===== src/rtl/duck_pkg.sv =====
// Shared game-state encodings, shot FSM state type and coordinate helpers
// for the duck-hunt pipeline.
package duck_pkg;

    localparam int COORD_W = 10;

    localparam logic [1:0] GS_IDLE      = 2'd0;
    localparam logic [1:0] GS_PLAY      = 2'd1;
    localparam logic [1:0] GS_ROUND_END = 2'd2;
    localparam logic [1:0] GS_OVER      = 2'd3;

    typedef enum logic [2:0] {
        ARMED = 3'd0,
        EVAL  = 3'd1,
        HIT   = 3'd2,
        MISS  = 3'd3,
        EMPTY = 3'd4
    } shot_state_t;

    // One extra bit keeps the difference exact, so |a-b| never wraps.
    function automatic logic [COORD_W:0] abs_diff(input logic [COORD_W-1:0] a,
                                                  input logic [COORD_W-1:0] b);
        logic signed [COORD_W:0] d;
        d = $signed({1'b0, a}) - $signed({1'b0, b});
        return d[COORD_W] ? (COORD_W+1)'(-d) : (COORD_W+1)'(d);
    endfunction

endpackage


===== src/rtl/trigger_debounce.sv =====
// Synchronises a raw button, debounces it and emits a one-cycle pulse on the
// debounced rising edge. Reusable for any mechanical push-button.
module trigger_debounce #(
    parameter int DEBOUNCE_CYCLES = 500000
) (
    input  logic Clk,
    input  logic Reset_n,
    input  logic trigger,
    output logic fire
);

    localparam int CNT_W = (DEBOUNCE_CYCLES > 2) ? $clog2(DEBOUNCE_CYCLES) : 1;
    localparam logic [CNT_W-1:0] CNT_LAST = CNT_W'(DEBOUNCE_CYCLES - 1);

    logic [1:0]       sync_q;
    logic             trig_s;
    logic             level_q;
    logic [CNT_W-1:0] cnt_q;
    logic             flip;

    assign trig_s = sync_q[1];
    assign flip   = (trig_s != level_q) && (cnt_q == CNT_LAST);

    always_ff @(posedge Clk or negedge Reset_n) begin
        if (!Reset_n) begin
            sync_q  <= 2'b00;
            level_q <= 1'b0;
            cnt_q   <= '0;
            fire    <= 1'b0;
        end else begin
            sync_q <= {sync_q[0], trigger};
            fire   <= flip && trig_s;
            if (trig_s == level_q) begin
                cnt_q <= '0;
            end else if (flip) begin
                level_q <= trig_s;
                cnt_q   <= '0;
            end else begin
                cnt_q <= cnt_q + 1'b1;
            end
        end
    end

endmodule


===== src/rtl/shot_detector.sv =====
// Turns the gun trigger into rate-limited shots, tests them against the bird
// box and drives bird_shot / muzzle_flash holds plus per-round ammo.
//
//   state | meaning
//   ARMED | waiting for an accepted fire
//   EVAL  | captured coordinates are being compared against the bird box
//   HIT   | bird_shot and muzzle_flash held for HOLD_CYCLES
//   MISS  | muzzle_flash only, held for HOLD_CYCLES
//   EMPTY | no ammo left; only new_round leaves
module shot_detector
    import duck_pkg::*;
#(
    parameter int DEBOUNCE_CYCLES = 500000,
    parameter int BIRD_HALF_W     = 16,
    parameter int BIRD_HALF_H     = 16,
    parameter int AMMO            = 3,
    parameter int HOLD_CYCLES     = 4
) (
    input  logic               Clk,
    input  logic               Reset_n,
    input  logic               trigger,
    input  logic [1:0]         state,
    input  logic               new_round,
    input  logic [COORD_W-1:0] cross_x,
    input  logic [COORD_W-1:0] cross_y,
    input  logic [COORD_W-1:0] bird_x,
    input  logic [COORD_W-1:0] bird_y,
    input  logic               bird_alive,
    output logic               bird_shot,
    output logic               muzzle_flash,
    output logic [1:0]         shots_left,
    output logic               out_of_ammo
);

    localparam int HOLD_W = (HOLD_CYCLES > 2) ? $clog2(HOLD_CYCLES) : 1;
    localparam logic [HOLD_W-1:0]  HOLD_LOAD = HOLD_W'(HOLD_CYCLES - 1);
    localparam logic [1:0]         AMMO_INIT = 2'(AMMO);
    localparam logic [COORD_W:0]   HALF_W    = (COORD_W+1)'(BIRD_HALF_W);
    localparam logic [COORD_W:0]   HALF_H    = (COORD_W+1)'(BIRD_HALF_H);

    shot_state_t        shot_st, shot_nx;
    logic               fire;
    logic               accept;
    logic               hit;
    logic               bird_shot_d, muzzle_flash_d;
    logic [HOLD_W-1:0]  hold_q;
    logic [COORD_W-1:0] cap_cx, cap_cy, cap_bx, cap_by;
    logic               cap_alive;

    trigger_debounce #(
        .DEBOUNCE_CYCLES(DEBOUNCE_CYCLES)
    ) u_deb (
        .Clk     (Clk),
        .Reset_n (Reset_n),
        .trigger (trigger),
        .fire    (fire)
    );

    assign accept = (shot_st == ARMED) && fire && (state == GS_PLAY)
                    && (shots_left != 2'd0) && !new_round;

    assign hit = cap_alive
                 && (abs_diff(cap_cx, cap_bx) <= HALF_W)
                 && (abs_diff(cap_cy, cap_by) <= HALF_H);

    always_ff @(posedge Clk or negedge Reset_n) begin
        if (!Reset_n) shot_st <= ARMED;
        else          shot_st <= shot_nx;
    end

    always_comb begin
        shot_nx = shot_st;
        if (new_round) begin
            shot_nx = ARMED;
        end else begin
            case (shot_st)
                ARMED:    if (accept) shot_nx = EVAL;
                EVAL:     shot_nx = hit ? HIT : MISS;
                HIT, MISS:
                    if (hold_q == '0) shot_nx = (shots_left == 2'd0) ? EMPTY : ARMED;
                EMPTY:    shot_nx = EMPTY;
                default:  shot_nx = ARMED;
            endcase
        end
    end

    // Outputs are decoded from the next state and registered, so they are
    // high exactly while the FSM sits in HIT/MISS.
    always_comb begin
        bird_shot_d    = (shot_nx == HIT);
        muzzle_flash_d = (shot_nx == HIT) || (shot_nx == MISS);
    end

    always_ff @(posedge Clk or negedge Reset_n) begin
        if (!Reset_n) begin
            bird_shot    <= 1'b0;
            muzzle_flash <= 1'b0;
            shots_left   <= AMMO_INIT;
            hold_q       <= '0;
            cap_cx       <= '0;
            cap_cy       <= '0;
            cap_bx       <= '0;
            cap_by       <= '0;
            cap_alive    <= 1'b0;
        end else begin
            bird_shot    <= bird_shot_d;
            muzzle_flash <= muzzle_flash_d;
            if (new_round) begin
                shots_left <= AMMO_INIT;
            end else if (accept) begin
                shots_left <= shots_left - 2'd1;
                cap_cx     <= cross_x;
                cap_cy     <= cross_y;
                cap_bx     <= bird_x;
                cap_by     <= bird_y;
                cap_alive  <= bird_alive;
            end
            if (shot_st == EVAL)
                hold_q <= HOLD_LOAD;
            else if ((shot_st == HIT || shot_st == MISS) && hold_q != '0)
                hold_q <= hold_q - 1'b1;
        end
    end

    assign out_of_ammo = (shots_left == 2'd0);

endmodule

===== config.mk =====
export PLATFORM = sky130hd
export DESIGN_NAME = shot_detector
export DESIGN_NICKNAME = d
export VERILOG_FILES = /design/src/rtl/duck_pkg.sv /design/src/rtl/trigger_debounce.sv /design/src/rtl/shot_detector.sv
export SDC_FILE = /design/constraint.sdc
export NUM_CORES = 1
export LEC_CHECK = 0
export BUFFER_PORTS_ARGS = -buffer_cell sky130_fd_sc_hd__buf_2
export CELL_PAD_IN_SITES_DETAIL_PLACEMENT = 2
export CELL_PAD_IN_SITES_GLOBAL_PLACEMENT = 2
export CORE_MARGIN = 1.5
export CORE_UTILIZATION = 40
export DETAILED_ROUTE_END_ITERATION = 8
export HOLD_SLACK_MARGIN = 0.12
export PLACE_DENSITY_LB_ADDON = 0.2
export SKIP_LAST_GASP = 1
export SYNTH_ARGS = -nofsm -noshare
export SYNTH_HDL_FRONTEND = slang
export SYNTH_HIERARCHICAL = 1
export SYNTH_SLANG_ARGS = --single-unit

===== constraint.sdc =====
create_clock -name Clk -period 9.9 [get_ports Clk]
set_clock_uncertainty 0.2 [all_clocks]
set_input_delay 0.99 -clock Clk [delete_from_list [all_inputs] [get_ports Clk]]
set_output_delay 0.99 -clock Clk [all_outputs]
set_load 0.005 [all_outputs]

### Yosys cells after proc, flatten, opt, wreduce, memory -nomap -nowiden

Index checks and enable logic that the tools add are counted.

* equality and inequality tests: 10
* muxes and demuxes: 14
* add/sub/neg operators: 7
* reduce and logical (&&, ||, !) cells: 22
* magnitude comparators: 2
* bitwise gates (word level): 2

Operators by type and width (count)
* $mux W19: 2
* $le A11 B5 Y1 const B: 2
* $mux W11: 2
* $neg A11 Y11: 2
* $sub A10 B10 Y11: 2
* $add A19 B1 Y19 const B: 1
* $eq A19 B19 Y1 const B: 1
* $eq A3 B2 Y1 const B: 4
* $mux W3: 4
* $pmux W3 S4: 1
* $logic_and A1 B1 Y1: 9
* $mux W2: 4
* $reduce_bool A2 Y1: 4
* $logic_not A2 Y1: 2
* $reduce_and A2 Y1: 2
* $sub A2 B1 Y2 const B: 2
* $eq A3 B1 Y1 const B: 1
* $eq A3 B3 Y1 const B: 1
* $logic_not A3 Y1: 1
* $eq A2 B1 Y1 const B: 1
* $logic_or A1 B1 Y1: 2
* $not A1 Y1: 2
* $reduce_or A2 Y1: 1
* $eq A1 B1 Y1: 1
* other kinds (3): 3

* input bits: 47
* register bits after elaboration: 73
* word-level logic and storage cells: 71

### Longest topological paths before layout

Gate-level depths: netlist (run 1).

* depth in word-level cells: 11
* depth in mapped cells: 14

### Hierarchy

Netlist (run 1), hierarchy kept.

By module, submodules not included
* shot_detector: instances 1, area an instance 3439.5 sq um, cells an instance 374
* trigger_debounce: instances 1, area an instance 1133.6 sq um, cells an instance 103

### Least setup slack after synthesis (run 1)

Ideal clock, no wire load.

* path type: register to register
* from: register cap_cx[0]
* to: register shot_st[0]
* setup time: 120 ps
* slack: 6392 ps
* cell stages (with the launch flop): 14
* data arrival time: 3189 ps
* period minus slack after synthesis: 3508 ps
* data required time: 9580 ps
* buffers on the path: 0
* path through: dfrtp_1 inv_1 ha_1 inv_1 fa_1 a211oi_2 nor2_1 xor2_1 or3_1 and2_1 o41ai_2 nand4_1 or4_1 and3_1

* word-level cells in the longest chain between the ends: 9

Ends and longest elaborated chain
* start, declared: RTL line shot_detector.sv:47 `logic [COORD_W-1:0] cap_cx, cap_cy, cap_bx, cap_by;`
* start signal, assigned: RTL line shot_detector.sv:112 `cap_cx <= cross_x;`
* $sub A10 B10 Y11 (*): RTL line duck_pkg.sv:24 `d = $signed({1'b0, a}) - $signed({1'b0, b});`
* $neg A11 Y11: RTL line duck_pkg.sv:25 `return d[COORD_W] ? (COORD_W+1)'(-d) : (COORD_W+1)'(d);`
* $mux W11 (*): RTL line duck_pkg.sv:25
* $le A11 B5 Y1 (*): RTL line shot_detector.sv:63 `&& (abs_diff(cap_cx, cap_bx) <= HALF_W)`
* $logic_and A1 B1 Y1 (*): RTL line shot_detector.sv:63
* $logic_and A1 B1 Y1 (*): RTL line shot_detector.sv:64 `&& (abs_diff(cap_cy, cap_by) <= HALF_H);`
* $mux W1 (*): RTL line shot_detector.sv:78 `EVAL: shot_nx = hit ? HIT : MISS;`
* $pmux W3 S4 (*): RTL line shot_detector.sv:76 `case (shot_st)`
* $mux W3 (*): RTL line shot_detector.sv:73 `if (new_round) begin`
* net shot_nx[0]: RTL line shot_detector.sv:41 `shot_state_t shot_st, shot_nx;`
* end signal, assigned: RTL line shot_detector.sv:68 `else shot_st <= shot_nx;`
* end, declared: RTL line shot_detector.sv:41

Mark *: on every way through the listed nets, which the timed path passes. The rest lies on a longest branch.
A chain may end at the register's enable or synchronous reset.

### Worst setup path in the final report (run 1)

Same ends and word-level chain as after synthesis.

==> results of run 1 <==
-- how the worst max path moves through the flow --
stage               depth (start not counted)      start         end  slack [ns]
global placement                           13  cap_cy[0]  shot_st[0]        6.16
CTS                                        13  cap_cx[0]  shot_st[0]        5.97
finish                                     13  cap_cx[0]  shot_st[0]        5.96
floorplan                                  13  cap_cx[0]  shot_st[0]        6.39
detailed placement                         13  cap_cx[0]  shot_st[0]        5.99
global route                               13  cap_cy[0]  shot_st[0]        5.75
-- logic make-up (layout without fill, tap and decap cells) --
logic type / Yosys count / count (layout) / synth area share, %
compound gates: 110 / 110 / 16.88
xor+xnor: 30 / 30 / 5.746
mux: 25 / 25 / 6.156
flops: 73 / 73 / 40.00
fa+ha+maj: 25 / 25 / 7.168
simple gates: 165 / 165 / 19.73
buf+inv: 49 / 101 / 4.323
-- cell type report --
| cell class | count | area, sq um |
|---|---|---|
| Fill cell | 1154 | 5737 |
| Timing Repair Buffer | 52 | 265.3 |
| Multi-Input combinational cell | 355 | 2554 |
| Inverter | 33 | 123.9 |
| Tap cell | 140 | 175.2 |
| Clock buffer | 12 | 246.5 |
| Sequential cell | 73 | 1829 |
| Clock inverter | 4 | 52.55 |
-- layer usage --
layer	wire [um]	vias to the layer above
li1	-	1809
met1	5927	1920
met2	6724	62
met3	365	19
met4	189	2
met5	13	-
-- state kept, by name, indices dropped and copies added (netlist names), 2 cells and up --
| name | count |
|---|---|
| u_deb/cnt_q | 19 |
| u_deb/sync_q | 2 |
| cap_cy | 10 |
| hold_q | 2 |
| cap_cx | 10 |
| shot_st | 3 |
| cap_bx | 10 |
| shots_left | 2 |
| cap_by | 10 |
-- worst register-to-register path, stage by stage (launching register included) --
cell	delay (ns)
dfrtp_1	0.36
inv_1	0.07
ha_1	0.18
inv_1	0.06
fa_1	0.44
a211oi_2	0.25
nor2_1	0.15
xor2_1	0.23
or3_1	0.48
and2_1	0.20
o41ai_2	0.28
nand4_1	0.14
or4_1	0.58
and3_1	0.21
-- power by group --
part / switching (uW) / internal, uW / total (uW)
logic: 13.2 / 9.05 / 22.3
registers: 1.89 / 300 / 302
clock network: 132 / 203 / 335
-- synth_stat cells (all sizes together) (3+ instances only) --
cell type  count
nor2b          5
ha            23
nand3         15
or3            3
nor4b          4
a211oi         8
mux2          22
or4            5
dfrtp         71
o21ai         34
a21o           6
o31ai          3
nor4           6
and2           6
and4           3
nand2         38
nand2b         4
or2            4
a2111oi        3
mux2i          3
xor2          12
nand4b         3
o21a           6
buf            7
o311ai         3
clkbuf         9
nor2          36
nor3          13
and3           5
a21oi         21
inv           33
o22ai          4
nor3b          3
xnor2         18
nand4          7
-- per-stage QoR --
step           cell area (sq um)  util (%)  std cells  setup WS [ns]
2_1_floorplan               4573         -        477          6.392
3_3_place_gp                4947     45.04        653          6.164
3_5_place_dp                4947     45.04        653          5.993
4_1_cts                     5246     47.77        669          5.974
5_1_grt                     5246     47.77        669          5.754
6_report                    5246     47.77        669          5.957
==> impl_metrics.yaml, run 1 <==
worst_setup_path:
  cp_data_arrival_time_ns: 3.98
  reg2reg_from: "cap_cx[0]"
  crit_chain: "inv_1, ha_1, inv_1, fa_1, a211oi_2, nor2_1, xor2_1, or3_1, and2_1, o41ai_2, nand4_1, or4_1, and3_1"
  critPathLaunchType: "flip-flop"
  path_buf_inv: 2
  reg2regPathDepth: 13
  regToRegSetupSlack_ns: 5.96
  crit_slowest_cell: "or4_1"
  crit_required_ns: 9.93
  path_delay_family: "simple AND/OR/NAND/NOR gates"
  slowest_delay_ns: 0.58
  cp_common_cell: "inv_1"
  crit_fanout: 6
  r2r-end: "shot_st[0]"
  end_kind: "flip-flop"
  critPathKind: "reg2reg"
yosys:
  syn_nets: 549
  synth_edf_count: 0
  synth.distinct_cells: 74
  ys_ff_latch: 73
  synth_area_leaders: "dfrtp_1 39%, ha_1 6.3%, mux2_2 5.2%, o21ai_0 3.7%, xnor2_1 3.4%"
  yosysTopAreaCell: "dfrtp_1"
  yosysTopAreaCellShare_pct: 38.85
  async_reset_ff_share_pct: 100.0
  ys.flop_type: "dfrtp_1"
  ys_warn_count: 6
  avgSynthCellArea_sq_um: 9.587
  yosysSeqAreaShare_pct: 40.00
  syn_area_sq_um: 4573
  syn_inst: 477
floorplan:
  coreArea_sq_um: 10980
  die_area_sq_um: 12080
  fp.dieH_um: 109.9
  pin_count: 52
  row_count: 38
  fp.dieW_um: 109.9
  initial_core_util_pct: 41.64
global_route:
  busiest_layer: "met2"
  grt_pass1_wl_mm: 22.14
  grt_use_met2_pct: 42.19
  grt_util_met1_pct: 30.13
  grtUsageMet3_pct: 5.216
  grtUsageTotal_pct: 24.34
  antenna_found_initial: 1
  grt_pass1_vias: 4299
  grt_overflow: 0
  grt_start_max_net_pins: 74
sta:
  holdWs_ns: 0.1562
  period_needed_ns: 3.943
  hold_viol_final: 0
  rsz0062_at_grt: "no"
  setup_viol: 0
  finalSetupTns_ns: 0
  fmax_ghz: 0.2536
  slew_viol_final: 0
  slew_headroom_pct: 36.62
  period_share_pct: 39.83
  tightestPinTransition_ns: 0.9474
hold_path:
  hp-class: "reg2reg"
  hp-start: "u_deb/sync_q[0]"
  min_to: "u_deb/sync_q[1]"
  hold_depth: 0
clock_tree:
  cts_tree: "yes"
  cts_buffer_depth: 2
  cts_sinks: 73
  clk_latency_ns: 0.34
  post_cts_hold_buffer_count: 0
  cts_resized: 0
  h-tree-depth: 3
  cts_setup_buffers: 0
  cts_root_buf: "clkbuf_16"
  clkSlewWorstSetupHoldPaths_ns: 0.06
  cts_made_buffers: 9
routing:
  post_drt_wl_per_cell_um: 19.76
  first_iter_violations: 100
  vias: 3812
  vias_per_cell: 5.698
  postRouteAntennaNets: 0
  totalWireLength_mm: 13.22
  drt_pass1_iterations: 4
  drc: 0
pwr:
  p_leak_uw: 0.002487
  total_power_uw: 659.5
  vdd_ir_drop_max_v: 0.0001179
  power-per-cell-area_nw_per_um2: 125.7
final_layout:
  drive_gt1_share_pct: 20.60
  diodes: 0
  layout_commonest_cell: "dfrtp_1"
  nNetsFinal: 596
  syn_to_final_growth_pct: 14.72
  final_cell_mix: "71 x dfrtp_1, 50 x buf_2, 37 x nand2_1"
outcome:
  outcome: "finished clean"
placement:
  dp_hpwl_mm: 9.418
  gp_congestion: 0.8020
  io_buffer_count: 51
run:
  max_cap_viol_count: 0
Note: power is estimated with default switching activity, not from simulation.
==> run 2, diff against run 1 <==
--- a/config.mk
+++ b/config.mk
@@ -5,11 +5,12 @@
 export SDC_FILE = /design/constraint.sdc
 export NUM_CORES = 1
 export LEC_CHECK = 0
+export ABC_AREA = 1
 export BUFFER_PORTS_ARGS = -buffer_cell sky130_fd_sc_hd__buf_2
 export CELL_PAD_IN_SITES_DETAIL_PLACEMENT = 2
 export CELL_PAD_IN_SITES_GLOBAL_PLACEMENT = 2
 export CORE_MARGIN = 1.5
-export CORE_UTILIZATION = 40
+export CORE_UTILIZATION = 30
 export DETAILED_ROUTE_END_ITERATION = 8
 export HOLD_SLACK_MARGIN = 0.12
 export PLACE_DENSITY_LB_ADDON = 0.2
==> constraint.sdc (replaced) <==
create_clock -name Clk -period 3.2 [get_ports Clk]
set_clock_uncertainty 0.2 [all_clocks]
set_input_delay 0.32 -clock Clk [delete_from_list [all_inputs] [get_ports Clk]]
set_output_delay 0.32 -clock Clk [all_outputs]
set_load 0.005 [all_outputs]
==> impl_metrics.yaml, run 2 <==
outcome:
  outcome: "finished clean"
worst_setup_path:
  crit_fanout: 6
  critPathKind: "reg2reg"
  r2r-end: "bird_shot"
  critPathLaunchType: "flip-flop"
  end_kind: "flip-flop"
  cp_data_arrival_time_ns: 2.92
  crit_required_ns: 3.28
  critical_path.startpoint: "cap_cy[0]"
  crit_end: "bird_shot"
  reg2regPathDepth: 19
  regToRegSetupSlack_ns: 0.36
  reg2reg_from: "cap_cy[0]"
yosys:
  ys_ff_latch: 73
  async_reset_ff_share_pct: 100.0
  syn_area_sq_um: 4715
  yosysSeqAreaShare_pct: 38.80
  synth_edf_count: 0
  yosysTopAreaCell: "dfrtp_1"
  avgSynthCellArea_sq_um: 6.964
  synth.distinct_cells: 32
  ys_warn_count: 6
  synth_area_leaders: "dfrtp_1 38%, nand2_1 19%, inv_1 7.6%, ha_1 6.1%, nand3_1 5.9%"
  synth_common_cells: "235 x nand2_1, 96 x inv_1, 71 x dfrtp_1"
  yosysMostFrequentCell: "nand2_1"
  ys.flop_type: "dfrtp_1"
  syn_nets: 749
  syn_inst: 677
  yosysTopAreaCellShare_pct: 37.69
routing:
  post_drt_wl_per_cell_um: 15.99
  vias_per_cell: 4.783
  drt_pass1_iterations: 4
  first_iter_violations: 123
  vias: 4735
  totalWireLength_mm: 15.83
  postRouteAntennaNets: 0
  drc: 0
global_route:
  grt_start_max_net_pins: 74
  grt_pass1_wl_mm: 26.66
  grt_overflow: 0
  grt_pass1_vias: 5289
  grtUsageTotal_pct: 20.71
  antenna_found_initial: 0
final_layout:
  nFillCells: 1834
  drive_gt1_share_pct: 12.84
  final_cell_mix: "235 x nand2_1, 96 x inv_1, 71 x dfrtp_1"
  nNetsFinal: 846
  diodes: 0
  fin_area_sq_um: 5943
  syn_to_final_growth_pct: 26.06
  largest_reg_flops: 19
  layout_commonest_cell: "nand2_1"
  regMostFlops: "u_deb/cnt_q"
sta:
  finalSetupTns_ns: 0
  hold_viol_final: 0
  period_share_pct: 88.86
  worst_slack_ns: 0.3565
  rsz0062_at_grt: "no"
  tightestPinTransition_ns: 0.9945
  fmax_ghz: 0.3517
  slew_headroom_pct: 33.70
  period_needed_ns: 2.844
  slew_viol_final: 0
  setup_viol: 0
floorplan:
  die_area_sq_um: 16480
  fp.dieW_um: 128.4
  pin_count: 52
  row_count: 45
  coreArea_sq_um: 15260
  fp.dieH_um: 128.4
  initial_core_util_pct: 30.90
placement:
  place_worst_setup_slack_ns: 0.3516
  dp_hpwl_mm: 11.20
  io_buffer_count: 51
  place_area_sq_um: 5205
  gp_congestion: 0.8101
pwr:
  p_leak_uw: 0.003166
  total_power_uw: 2098
  vdd_ir_drop_max_v: 0.0002096
  power-per-cell-area_nw_per_um2: 352.9
clock_tree:
  clkSlewWorstSetupHoldPaths_ns: 0.06
  h-tree-depth: 3
  cts_resized: 0
  cts_made_buffers: 9
  cts_tree: "yes"
  cts_sinks: 73
  cts_buffer_depth: 2
  clk_latency_ns: 0.34
  cts_root_buf: "clkbuf_16"
hold_path:
  hp-class: "reg2reg"
run:
  max_cap_viol_count: 0
==> run 2: changes by cell type after synthesis, sizes merged, moves of 6 or more <==
| cell | before | now |
|---|---|---|
| xnor2 | 18 | 3 |
| inv | 33 | 99 |
| nor2 | 36 | 72 |
| nor3 | 13 | 5 |
| xor2 | 12 | 5 |
| nand2 | 38 | 247 |
| a211oi | 8 | 0 |
| a21o | 6 | 0 |
| mux2 | 22 | 0 |
| nor4 | 6 | 0 |
| nand3 | 15 | 57 |
| nand3b | 1 | 8 |
| and2 | 6 | 0 |
==> run 2: what timing repair did <==
action / 4_1_cts / 5_1_grt
endpoints found under the hold margin: 115 / 0
setup buffers: 0 / 0
hold buffers: 44 / 0
==> run 2: area by class of cell <==
cell class	count	area [sq um]	area share [%]
multi-input combinational	494	2467	41.52
sequential	73	1829	30.78
timing repair buffer	97	713.2	12.00
inverter	99	371.6	6.253
tap	211	264.0	4.442
clock buffer	10	229.0	3.853
clock inverter	6	68.82	1.158
==> run 2: worst max-delay path, stage by stage (launching register included) <==
cell and delay (ns):
dfrtp_1 0.36, inv_1 0.07, ha_1 0.14, inv_1 0.06
fa_1 0.41, nand3_1 0.13, nand2_1 0.11, nand2_1 0.11
nand2_1 0.09, nand2_1 0.13, nor2_1 0.09, nor2_4 0.16
nand3b_1 0.09, nand2_1 0.07, nand2_1 0.05, nor2_1 0.09
nand3_1 0.10, o21bai_2 0.16, nand2_1 0.07, nor2_1 0.08
==> run 2: worst min-delay path by stage <==
stage	cells after the start	slack (ns)	to	from
finish	0	0.15	u_deb/sync_q[1]	u_deb/sync_q[0]
detailed placement	0	0.14	u_deb/sync_q[1]	u_deb/sync_q[0]
global route	0	0.16	u_deb/sync_q[1]	u_deb/sync_q[0]
global placement	0	0.14	u_deb/sync_q[1]	u_deb/sync_q[0]
floorplan	0	-0.18	bird_shot	Reset_n
CTS	0	0.15	u_deb/sync_q[1]	u_deb/sync_q[0]
==> run 2: cell families after synthesis <==
logic type	count (synthesis)	synth area share (%)
xor+xnor	8	1.486
fa+ha+maj	25	6.953
simple gates	401	36.94
flops	73	38.80
buf+inv	110	9.023
compound gates	60	6.794
==> run 2: routing by layer <==
layer / vias to the layer above / track usage, % / wire [um]
li1: 2306 / - / -
met1: 2381 / 25.57 / 7177
met2: 33 / 37.79 / 8229
met3: 15 / 2.370 / 194
met4: 0 / 6.543 / 231
met5: - / 0 / 0
==> run 2: where the power goes <==
group	internal (uW)	total [uW]	leakage (uW)	switching, uW
registers	932	936	0.000898	3.90
clock network	607	1040	0.000143	431
logic	64.6	124	0.00212	59.1
total	1600	2100	0.00317	494
==> run 2: per-stage QoR <==
step           hold slack (ns)  util, %  instances
4_1_cts                 0.1516    38.95        990
2_1_floorplan          -0.1756        -        677
6_report                0.1494    38.95        990
3_5_place_dp            0.1372    34.11        930
3_3_place_gp            0.1374    34.11        930
5_1_grt                 0.1574    38.95        990
==> run 3, diff against run 2 <==
--- a/config.mk
+++ b/config.mk
@@ -10,12 +10,11 @@
 export CELL_PAD_IN_SITES_DETAIL_PLACEMENT = 2
 export CELL_PAD_IN_SITES_GLOBAL_PLACEMENT = 2
 export CORE_MARGIN = 1.5
-export CORE_UTILIZATION = 30
+export CORE_UTILIZATION = 36
 export DETAILED_ROUTE_END_ITERATION = 8
 export HOLD_SLACK_MARGIN = 0.12
 export PLACE_DENSITY_LB_ADDON = 0.2
 export SKIP_LAST_GASP = 1
 export SYNTH_ARGS = -nofsm -noshare
 export SYNTH_HDL_FRONTEND = slang
-export SYNTH_HIERARCHICAL = 1
 export SYNTH_SLANG_ARGS = --single-unit
==> constraint.sdc (replaced) <==
create_clock -name Clk -period 3.5 [get_ports Clk]
set_clock_uncertainty 0.2 [all_clocks]
set_input_delay 0.35 -clock Clk [delete_from_list [all_inputs] [get_ports Clk]]
set_output_delay 0.35 -clock Clk [all_outputs]
set_load 0.005 [all_outputs]
==> impl_metrics.yaml, run 3 <==
outcome:
  outcome: "finished clean"
routing:
  drc: 0
  totalWireLength_mm: 21.28
  postRouteAntennaNets: 0
  vias: 5081
  post_drt_wl_per_cell_um: 22.21
  vias_per_cell: 5.304
  first_iter_violations: 219
  drt_pass1_iterations: 4
pwr:
  power-per-cell-area_nw_per_um2: 334.5
  p_leak_uw: 0.003174
  vdd_ir_drop_max_v: 0.0003469
yosys:
  ys_ff_latch: 73
  synth_common_cells: "241 x nand2_1, 101 x inv_1, 71 x dfrtp_1"
  synth_top_family_by_area: "simple AND/OR/NAND/NOR gates"
  synth.distinct_cells: 34
  avgSynthCellArea_sq_um: 7.023
  yosysSeqAreaShare_pct: 38.30
  ys.flop_type: "dfrtp_1"
  synth_area_leaders: "dfrtp_1 37%, nand2_1 19%, inv_1 7.9%, ha_1 6.0%, nand3_1 4.8%"
  synth_xor_area_share_pct: 1.284
  syn_inst: 680
  async_reset_ff_share_pct: 100.0
  yosysMostFrequentCell: "nand2_1"
  ys_warn_count: 0
  yosysTopAreaCellShare_pct: 37.20
  syn_nets: 752
  synth_edf_count: 0
  syn_area_sq_um: 4776
  synth_adder_area_share_pct: 6.864
  synth_compound_area_share_pct: 6.995
  yosys.area_share.simple_pct: 37.20
  yosysTopAreaCell: "dfrtp_1"
  synthMuxAreaShare_pct: 0
worst_setup_path:
  path_delay_family: "simple AND/OR/NAND/NOR gates"
  path_buf_inv: 2
  cp_common_cell: "nand2_1"
  crit_required_ns: 3.60
  crit_chain: "inv_1, ha_1, inv_1, fa_1, nand2_1, nand3_1, nor2_1, nand3_2, nor2_2, nand2_1, nand2_1, nand2_1, a21oi_1, nand2_1, nor2_1, nand3_1, nand2_1, nand2_1, nor2_2"
  critical_path.startpoint: "cap_cy[0]"
  critPathKind: "reg2reg"
  crit_fanout: 4
  reg2regPathDepth: 19
  reg2reg_from: "cap_cy[0]"
  cp_data_arrival_time_ns: 3.26
  r2r-end: "bird_shot"
  regToRegSetupSlack_ns: 0.34
  critPathLaunchType: "flip-flop"
  end_kind: "flip-flop"
  crit_end: "bird_shot"
  crit_slowest_cell: "fa_1"
  cp_num_cells: 19
  slowest_delay_ns: 0.46
final_layout:
  drive_gt1_share_pct: 14.30
  layout_commonest_cell: "nand2_1"
  final_cell_mix: "241 x nand2_1, 101 x inv_1, 71 x dfrtp_1"
  largest_reg_flops: 19
  stdcell_count: 958
  syn_to_final_growth_pct: 25.20
  nFillCells: 1485
  regMostFlops: "u_deb.cnt_q"
  nNetsFinal: 850
global_route:
  grt_overflow: 0
  grt_start_max_net_pins: 74
  grt_pass1_wl_mm: 33.79
  grtUsageTotal_pct: 31.53
  antenna_found_initial: 3
  grt_pass1_vias: 6109
hold_path:
  hp-class: "reg2reg"
sta:
  finalSetupTns_ns: 0
  slew_viol_final: 0
  period_needed_ns: 3.161
  tightestPinTransition_ns: 1.011
  rsz0062_at_grt: "no"
  setup_viol: 0
  period_share_pct: 90.33
  hold_viol_final: 0
  fmax_ghz: 0.3163
  slew_headroom_pct: 32.54
floorplan:
  fp.dieH_um: 118.2
  initial_core_util_pct: 37.39
  die_area_sq_um: 13970
  fp.dieW_um: 118.2
  pin_count: 52
  coreArea_sq_um: 12770
  row_count: 41
clock_tree:
  cts_made_buffers: 9
  h-tree-depth: 3
  cts_root_buf: "clkbuf_16"
  cts_buffer_depth: 2
  cts_resized: 0
  clk_latency_ns: 0.36
  cts_tree: "yes"
  cts_sinks: 73
  clkSlewWorstSetupHoldPaths_ns: 0.07
placement:
  gp_congestion: 0.7852
  dp.cells: 895
  dp_hpwl_mm: 11.17
  io_buffer_count: 51
run:
  max_cap_viol_count: 0
run 3: changes by cell type in the layout (fill, tap and decap cells not counted), sizes merged, moves of 5 or more:
| cell | previous run | this run |
|---|---|---|
| inv | 99 | 108 |
| nand3 | 57 | 52 |
| o21ai | 38 | 29 |
| nor4 | 0 | 7 |
| nor2 | 72 | 59 |
| a21oi | 17 | 25 |
run 3: what timing repair did:
item,in CTS,in global routing
hold buffers,44,0
endpoints found under the setup margin,0,0
hold endpoints to repair,116,0
buffers inserted,0,0
run 3: worst reg2reg max path, delay by kind of cell, from the launching register on:
kind,cells,cell delay (ns)
AND/OR/NAND/NOR,14,1.60
adder cells (fa/ha/maj),2,0.62
flip-flops,1,0.38
buffers and inverters,2,0.18
AO/OA/AOI/OAI,1,0.12
run 3: cell type report:
cell class / instances / area [sq um] / area share, %
inverter: 108 / 405.4 / 6.780
multi-input combinational: 490 / 2507 / 41.93
clock inverter: 4 / 52.55 / 0.8788
clock buffer: 12 / 256.5 / 4.290
tap: 172 / 215.2 / 3.599
antenna: 3 / 7.507 / 0.1255
timing repair buffer: 96 / 705.7 / 11.80
sequential: 73 / 1829 / 30.59
run 3: logic make-up (layout without fill, tap and decap cells):
kind of cell	Yosys count	after routing
adder cells (fa/ha/maj)	25	25
other	0	3
AO/OA/AOI/OAI	61	61
AND/OR/NAND/NOR	397	397
buffers and inverters	117	220
XOR/XNOR	7	7
flip-flops	73	73
run 3: stage by stage:
stage / total power, uW / utilization [%] / setup slack, ns / cell area (sq um) / hold slack [ns]
floorplan: 892.6 / - / 1.079 / 4776 / -0.1456
global placement: 942.0 / 40.89 / 0.6857 / 5223 / 0.1382
detailed placement: 948.8 / 40.89 / 0.4761 / 5223 / 0.1584
CTS: 1981 / 46.75 / 0.4588 / 5972 / 0.1724
global route: 2037 / 46.81 / 0.07357 / 5979 / 0.1863
finish: 2000 / 46.81 / 0.3386 / 5979 / 0.1802
run 3: worst min-delay path by stage:
stage | startpoint | end | cells after the start
floorplan | Reset_n | bird_shot | 0
global placement | u_deb.sync_q[0] | u_deb.sync_q[1] | 0
detailed placement | u_deb.sync_q[0] | u_deb.sync_q[1] | 0
CTS | u_deb.sync_q[0] | u_deb.sync_q[1] | 0
global route | u_deb.sync_q[0] | u_deb.sync_q[1] | 0
finish | u_deb.sync_q[0] | u_deb.sync_q[1] | 0
run 3: per-layer routing:
layer	up-vias	part of all wire [%]	track usage (%)	routed length, um
met5	-	0	0	0
met4	0	4.2	15.47	887
met3	63	2.6	4.440	543
met2	103	53	58.87	11330
met1	2574	40	34.74	8521
li1	2341	-	-	-
run 3: report_power, final:
group          leakage [uW]  internal [uW]  switching (uW)
Combinational       0.00212           60.9            59.6
Sequential         0.000898            852            6.56
Clock              0.000153            594             427
